`config.mk`:
```
export PLATFORM = sky130hd
export DESIGN_NAME = data_mem_lsu
export DESIGN_NICKNAME = d
export VERILOG_FILES = /design/src/rtl/data_mem_lsu_pkg.sv /design/src/rtl/data_mem_lsu_align.sv /design/src/rtl/data_mem_lsu.sv
export SDC_FILE = /design/constraint.sdc
export NUM_CORES = 1
export LEC_CHECK = 0
export BUFFER_PORTS_ARGS = -buffer_cell sky130_fd_sc_hd__buf_2
export CAP_MARGIN = 15
export CORE_UTILIZATION = 52
export DETAILED_ROUTE_END_ITERATION = 7
export PLACE_DENSITY = 0.86
export SYNTH_ARGS = -nofsm -noshare
export SYNTH_HDL_FRONTEND = slang
export SYNTH_SLANG_ARGS = --single-unit
```
`constraint.sdc`:
```
create_clock -name clk -period 4.4 [get_ports clk]
set_input_delay 0.44 -clock clk [delete_from_list [all_inputs] [get_ports clk]]
set_output_delay 0.44 -clock clk [all_outputs]
set_load 0.02 [all_outputs]
```
`src/rtl/data_mem_lsu_pkg.sv`:
```
// Shared definitions for the data-memory load/store unit.
//   F3_*    : Funct3 access size/sign encodings.
//   state_t : FSM state encoding (IDLE=0, REQ=1, DONE=2).
package data_mem_lsu_pkg;
  localparam logic [2:0] F3_B  = 3'b000;
  localparam logic [2:0] F3_H  = 3'b001;
  localparam logic [2:0] F3_W  = 3'b010;
  localparam logic [2:0] F3_BU = 3'b100;
  localparam logic [2:0] F3_HU = 3'b101;

  typedef enum logic [1:0] {
    IDLE = 2'd0,
    REQ  = 2'd1,
    DONE = 2'd2
  } state_t;
endpackage

```
`src/rtl/data_mem_lsu_align.sv`:
```
// Combinational alignment for the LSU.
// Request side (from the core, sampled in IDLE):
//   f3, is_store, off, wdata -> be, wdata_sh, bad (misaligned / illegal Funct3)
// Load side (registered access, used while the bus returns data):
//   ld_f3, ld_off, rdata     -> ld_data (shifted and sign/zero extended)
module lsu_align
  import data_mem_lsu_pkg::*;
(
  input  logic [2:0]  f3,
  input  logic        is_store,
  input  logic [1:0]  off,
  input  logic [31:0] wdata,
  output logic [3:0]  be,
  output logic [31:0] wdata_sh,
  output logic        bad,
  input  logic [2:0]  ld_f3,
  input  logic [1:0]  ld_off,
  input  logic [31:0] rdata,
  output logic [31:0] ld_data
);
  logic [4:0]  sh;
  logic [4:0]  ld_sh;
  logic [31:0] rsh;

  assign sh    = {off, 3'b000};
  assign ld_sh = {ld_off, 3'b000};
  assign rsh   = rdata >> ld_sh;

  always_comb begin
    be       = 4'b0000;
    wdata_sh = '0;
    bad      = 1'b0;
    case (f3)
      F3_B, F3_BU: begin
        be       = 4'b0001 << off;
        wdata_sh = {24'h0, wdata[7:0]} << sh;
      end
      F3_H, F3_HU: begin
        be       = 4'b0011 << off;
        wdata_sh = {16'h0, wdata[15:0]} << sh;
        bad      = off[0];
      end
      F3_W: begin
        be       = 4'b1111;
        wdata_sh = wdata;
        bad      = |off;
      end
      default: bad = 1'b1;
    endcase
    // Stores have no unsigned variants.
    if (is_store && f3[2]) bad = 1'b1;
  end

  always_comb begin
    ld_data = rsh;
    case (ld_f3)
      F3_B:    ld_data = {{24{rsh[7]}}, rsh[7:0]};
      F3_BU:   ld_data = {24'h0, rsh[7:0]};
      F3_H:    ld_data = {{16{rsh[15]}}, rsh[15:0]};
      F3_HU:   ld_data = {16'h0, rsh[15:0]};
      default: ld_data = rsh;
    endcase
  end
endmodule

```
`src/rtl/data_mem_lsu.sv`:
```
// Load/store unit between the core datapath and a handshaked data bus.
// Ports:
//   clk, rst_n             : clock, async active-low reset
//   MemRead/MemWrite       : load/store request (store wins if both)
//   Funct3, ALUResult      : access size/sign, byte address
//   WriteData / ReadData   : store data in, extended load data out
//   Stall                  : holds the core while an access is in flight
//   MisalignErr, BusErr    : one-cycle error pulses
//   BusReq/BusWe/BusAddr/BusBE/BusWData, BusAck/BusRData : memory bus
module data_mem_lsu
  import data_mem_lsu_pkg::*;
#(
  parameter int ADDR_W  = 32,
  parameter int TIMEOUT = 255
) (
  input  logic              clk,
  input  logic              rst_n,
  input  logic              MemRead,
  input  logic              MemWrite,
  input  logic [2:0]        Funct3,
  input  logic [ADDR_W-1:0] ALUResult,
  input  logic [31:0]       WriteData,
  output logic [31:0]       ReadData,
  output logic              Stall,
  output logic              MisalignErr,
  output logic              BusErr,
  output logic              BusReq,
  output logic              BusWe,
  output logic [ADDR_W-1:0] BusAddr,
  output logic [3:0]        BusBE,
  output logic [31:0]       BusWData,
  input  logic              BusAck,
  input  logic [31:0]       BusRData
);
  localparam int CW = (TIMEOUT < 2) ? 1 : $clog2(TIMEOUT + 1);

  state_t            state_q, state_d;
  logic [CW-1:0]     cnt_q;
  logic [ADDR_W-1:0] addr_q;
  logic [1:0]        off_q;
  logic [2:0]        f3_q;
  logic [3:0]        be_q;
  logic [31:0]       wdata_q, rdata_q;
  logic              we_q, mis_q, berr_q;

  logic [3:0]  be_c;
  logic [31:0] wdata_c, ld_c;
  logic        bad_c, accept, reject, timeout;

  lsu_align u_align (
    .f3       (Funct3),
    .is_store (MemWrite),
    .off      (ALUResult[1:0]),
    .wdata    (WriteData),
    .be       (be_c),
    .wdata_sh (wdata_c),
    .bad      (bad_c),
    .ld_f3    (f3_q),
    .ld_off   (off_q),
    .rdata    (BusRData),
    .ld_data  (ld_c)
  );

  // Last REQ cycle before abort: counter started at 0 on entry.
  assign timeout = (cnt_q == CW'(TIMEOUT - 1)) && !BusAck;

  always_comb begin
    state_d = state_q;
    accept  = 1'b0;
    reject  = 1'b0;
    case (state_q)
      IDLE: if (MemRead || MemWrite) begin
        if (bad_c) reject = 1'b1;
        else begin
          accept  = 1'b1;
          state_d = REQ;
        end
      end
      REQ:     if (BusAck || timeout) state_d = DONE;
      DONE:    state_d = IDLE;
      default: state_d = IDLE;
    endcase
  end

  always_ff @(posedge clk or negedge rst_n) begin
    if (!rst_n) begin
      state_q <= IDLE;
      cnt_q   <= '0;
      addr_q  <= '0;
      off_q   <= '0;
      f3_q    <= '0;
      be_q    <= '0;
      wdata_q <= '0;
      we_q    <= 1'b0;
      rdata_q <= '0;
      mis_q   <= 1'b0;
      berr_q  <= 1'b0;
    end else begin
      state_q <= state_d;
      mis_q   <= reject;
      berr_q  <= (state_q == REQ) && timeout;
      if (accept) begin
        addr_q  <= {ALUResult[ADDR_W-1:2], 2'b00};
        off_q   <= ALUResult[1:0];
        f3_q    <= Funct3;
        be_q    <= be_c;
        wdata_q <= wdata_c;
        we_q    <= MemWrite;
        cnt_q   <= '0;
      end else if (state_q == REQ) begin
        cnt_q <= cnt_q + 1'b1;
        if (BusAck) begin
          if (!we_q) rdata_q <= ld_c;
        end else if (timeout) begin
          rdata_q <= '0;
        end
      end
    end
  end

  assign Stall       = accept || (state_q == REQ);
  assign BusReq      = (state_q == REQ);
  assign BusWe       = we_q;
  assign BusAddr     = addr_q;
  assign BusBE       = be_q;
  assign BusWData    = wdata_q;
  assign ReadData    = rdata_q;
  assign MisalignErr = mis_q;
  assign BusErr      = berr_q;
endmodule

```
==> flow_summary.toml <==
[sta]
max_slew_margin_pct = 24.9
drv_slew = 0
hold_violations = 0
finalCritPeriodShare_pct = 67.0
fmax_ghz = 0.339
rsz0062_at_grt = "no"
fin_crit_ns = 2.95
setup_viol = 0
setup_ws_ns = 1.45
setup-tns-final_ns = 0
fin_skew_ns = 0.0110
worst_pin_slew_ns = 1.12

[synth]
ys_warn_count = 0
synth_edf_count = 0
synthArstFlopShare_pct = 100
synth_seq_cells = 116
synth_cells = 531
synth_ff_type = "dfrtp_1"
avgSynthCellArea_um2 = 10.9
yosysUniqueCellTypes = 43
seq_area_frac_synth_pct = 50.2
synth_area_um2 = 5790

[critical_path]
cp_common_cell = "buf_2"
required_ns = 3.96
slowest_stage = "a2111o_2"
worstSetupPathType = "in -> out"
path_cells = "buf_2 -> or4_4 -> a2111o_2 -> nand2_1 -> buf_2"
reg2reg_to = "ReadData[12]"
startpoint = "ALUResult[0]"
critPathMaxFanout = 51
timing.rr.start = "off_q[1]"
worst-r2r-setup-slack_ns = 2.00
cp-end-kind = "primary output"
start_kind = "input port"
critPathArrivalTime_ns = 2.51
critPathMaxStageDelay_ns = 0.81
worst-r2r-cell-count = 4

[route]
detail-route-antenna-nets = 0
routed-wl-met2_um = 8030
drt_iter0_drc = 414
wire_per_inst_um = 18.1
dr_wl_met3_um = 1100
topRoutingLayerUsed = "met4"
vias_per_cell = 5.72
routed_wirelength_um = 15800
drc = 0
drt_pass1_iterations = 5
via_count = 4979
drt-met1-wl_um = 6240

[placement]
gp_congestion = 0.848
port_buffers = 206
dp_slack_ns = 1.36
dp_hpwl_um = 11000

[finish]
drive_gt1_share_pct = 41.3
n_antenna_cell = 0
nets = 825
area_growth_pct = 27.7
fillCellCount = 834

[die]
core-area_um2 = 10800
die-area_um2 = 11600
rows = 38
initial_core_util_pct = 53.4
die_width_um = 107
pin_count = 209
die_h_um = 107

[power]
peakVddDrop_uv = 356
total_power_mw = 4.69
leakagePower_nw = 3.80
p_per_area_nw_per_um2 = 634

[clocking]
clkSinkCount = 116
root_buffer = "clkbuf_8"
cts_resized = 0
clock_path_buffers = 2
clk_latency_ns = 0.52
h-tree-depth = 4
clk_pin_slew_ns = 0.05
cts_inserted_buffers = 17
cts_tree = "yes"
cts_setup_buffers = 0
ctsHoldBuffers = 0

[global_routing]
grt_pass1_vias = 4806
grt_pass1_wl_um = 24800
globalRouteTotalUtil_pct = 28.2
grt_max_degree = 68
grt_antenna_before_repair = 0
gr-total-overflow = 0

[job]
max_cap_violations = 0

[min_path]
hp-class = "in -> async"

[run_status]
outcome = "complete, no violations"
## synthesized netlist by cell type (7+ instances only)
cell,instances,area [µm²]
a22oi_1,32,240
nor2_1,7,26.3
mux2_4,37,556
nand2b_1,11,68.8
mux4_2,8,180
o21ai_1,20,100
dfrtp_1,116,2900
a2bb2oi_1,8,70.1
nand3b_1,9,67.6
buf_6,11,124
mux2i_1,13,130
nand2_1,95,357
mux2_2,8,90.1
nand3_1,21,105
a21oi_1,11,55.1
a32oi_1,8,70.1
clkbuf_1,24,90.1
o21ai_0,43,215
## per-layer routing
metal,vias to the layer above,global-route usage [%]
li1,2285,-
met1,2419,35.4
met2,241,46.2
met3,34,6.78
met4,0,12.1
met5,-,0
## through the flow
stage | utilization [%] | hold slack (ns) | instance area (µm²) | std cells
after floorplan | - | 0.144 | 5790 | 532
after global placement | 62.6 | 0.446 | 6790 | 839
after detailed placement | 62.6 | 0.457 | 6790 | 839
after CTS | 68.0 | 0.0507 | 7370 | 870
after global routing | 68.2 | 0.0836 | 7390 | 871
final | 68.2 | 0.0150 | 7390 | 871
## power by group
part / switching [mW] / internal (mW)
Clock: 0.471 / 0.898
Sequential: 0.254 / 1.41
Combinational: 0.953 / 0.700
Total: 1.68 / 3.01
## cell families after synthesis
logic type      count (synthesis)  synth area share, %
mux                            66                 16.5
simple gates                  170                 14.1
other cells                     1               0.0648
compound gates                129                 14.0
flops                         116                 50.2
fa+ha+maj                       2                0.432
buf+inv                        46                 4.58
xor+xnor                        1                0.151
## final cells by class
type                       instances  area, µm²  share of cell area (%)
sequential                       116       2900                    39.3
tap                              140        175                    2.37
multi-input combinational        370       2630                    35.6
clock inverter                    10        130                    1.76
clock buffer                      21        459                    6.21
inverter                           2       7.51                   0.102
timing repair buffer             212       1090                    14.7
## registers in the layout, summed over array words and instances, names as in the netlist
| name | cells |
|---|---|
| BusWData | 32 |
| ReadData | 32 |
| BusAddr | 30 |
| cnt_q | 8 |
| BusBE | 4 |
| f3_q | 3 |
| off_q | 2 |
| state_q | 2 |
| BusErr | 1 |
| BusWe | 1 |
| MisalignErr | 1 |
## how the worst max path moves through the flow
stage | to | slack (ns) | cells past startpoint
floorplan | Stall | 2.05 | 6
global placement | BusAddr[31] | 1.42 | 5
detailed placement | BusAddr[8] | 1.36 | 5
CTS | Stall | 1.45 | 5
global route | Stall | 1.33 | 5
finish | Stall | 1.45 | 5
## critical path: cells and delay by family
family | cells | cell delay (ns)
AO/OA/AOI/OAI | 1 | 0.81
AND/OR/NAND/NOR | 2 | 0.80
buffers and inverters | 2 | 0.44
## cells in the final DEF, fill, tap and decap left out, drive strengths merged, types with 9 or more instances in the layout
master  instances
a21oi          11
a22oi          32
buf           212
clkbuf         21
dfrtp         116
mux2           45
mux2i          13
nand2          95
nand2b         11
nand3          21
nand3b          9
o21ai          63
Power figures use the tool's default switching activity.
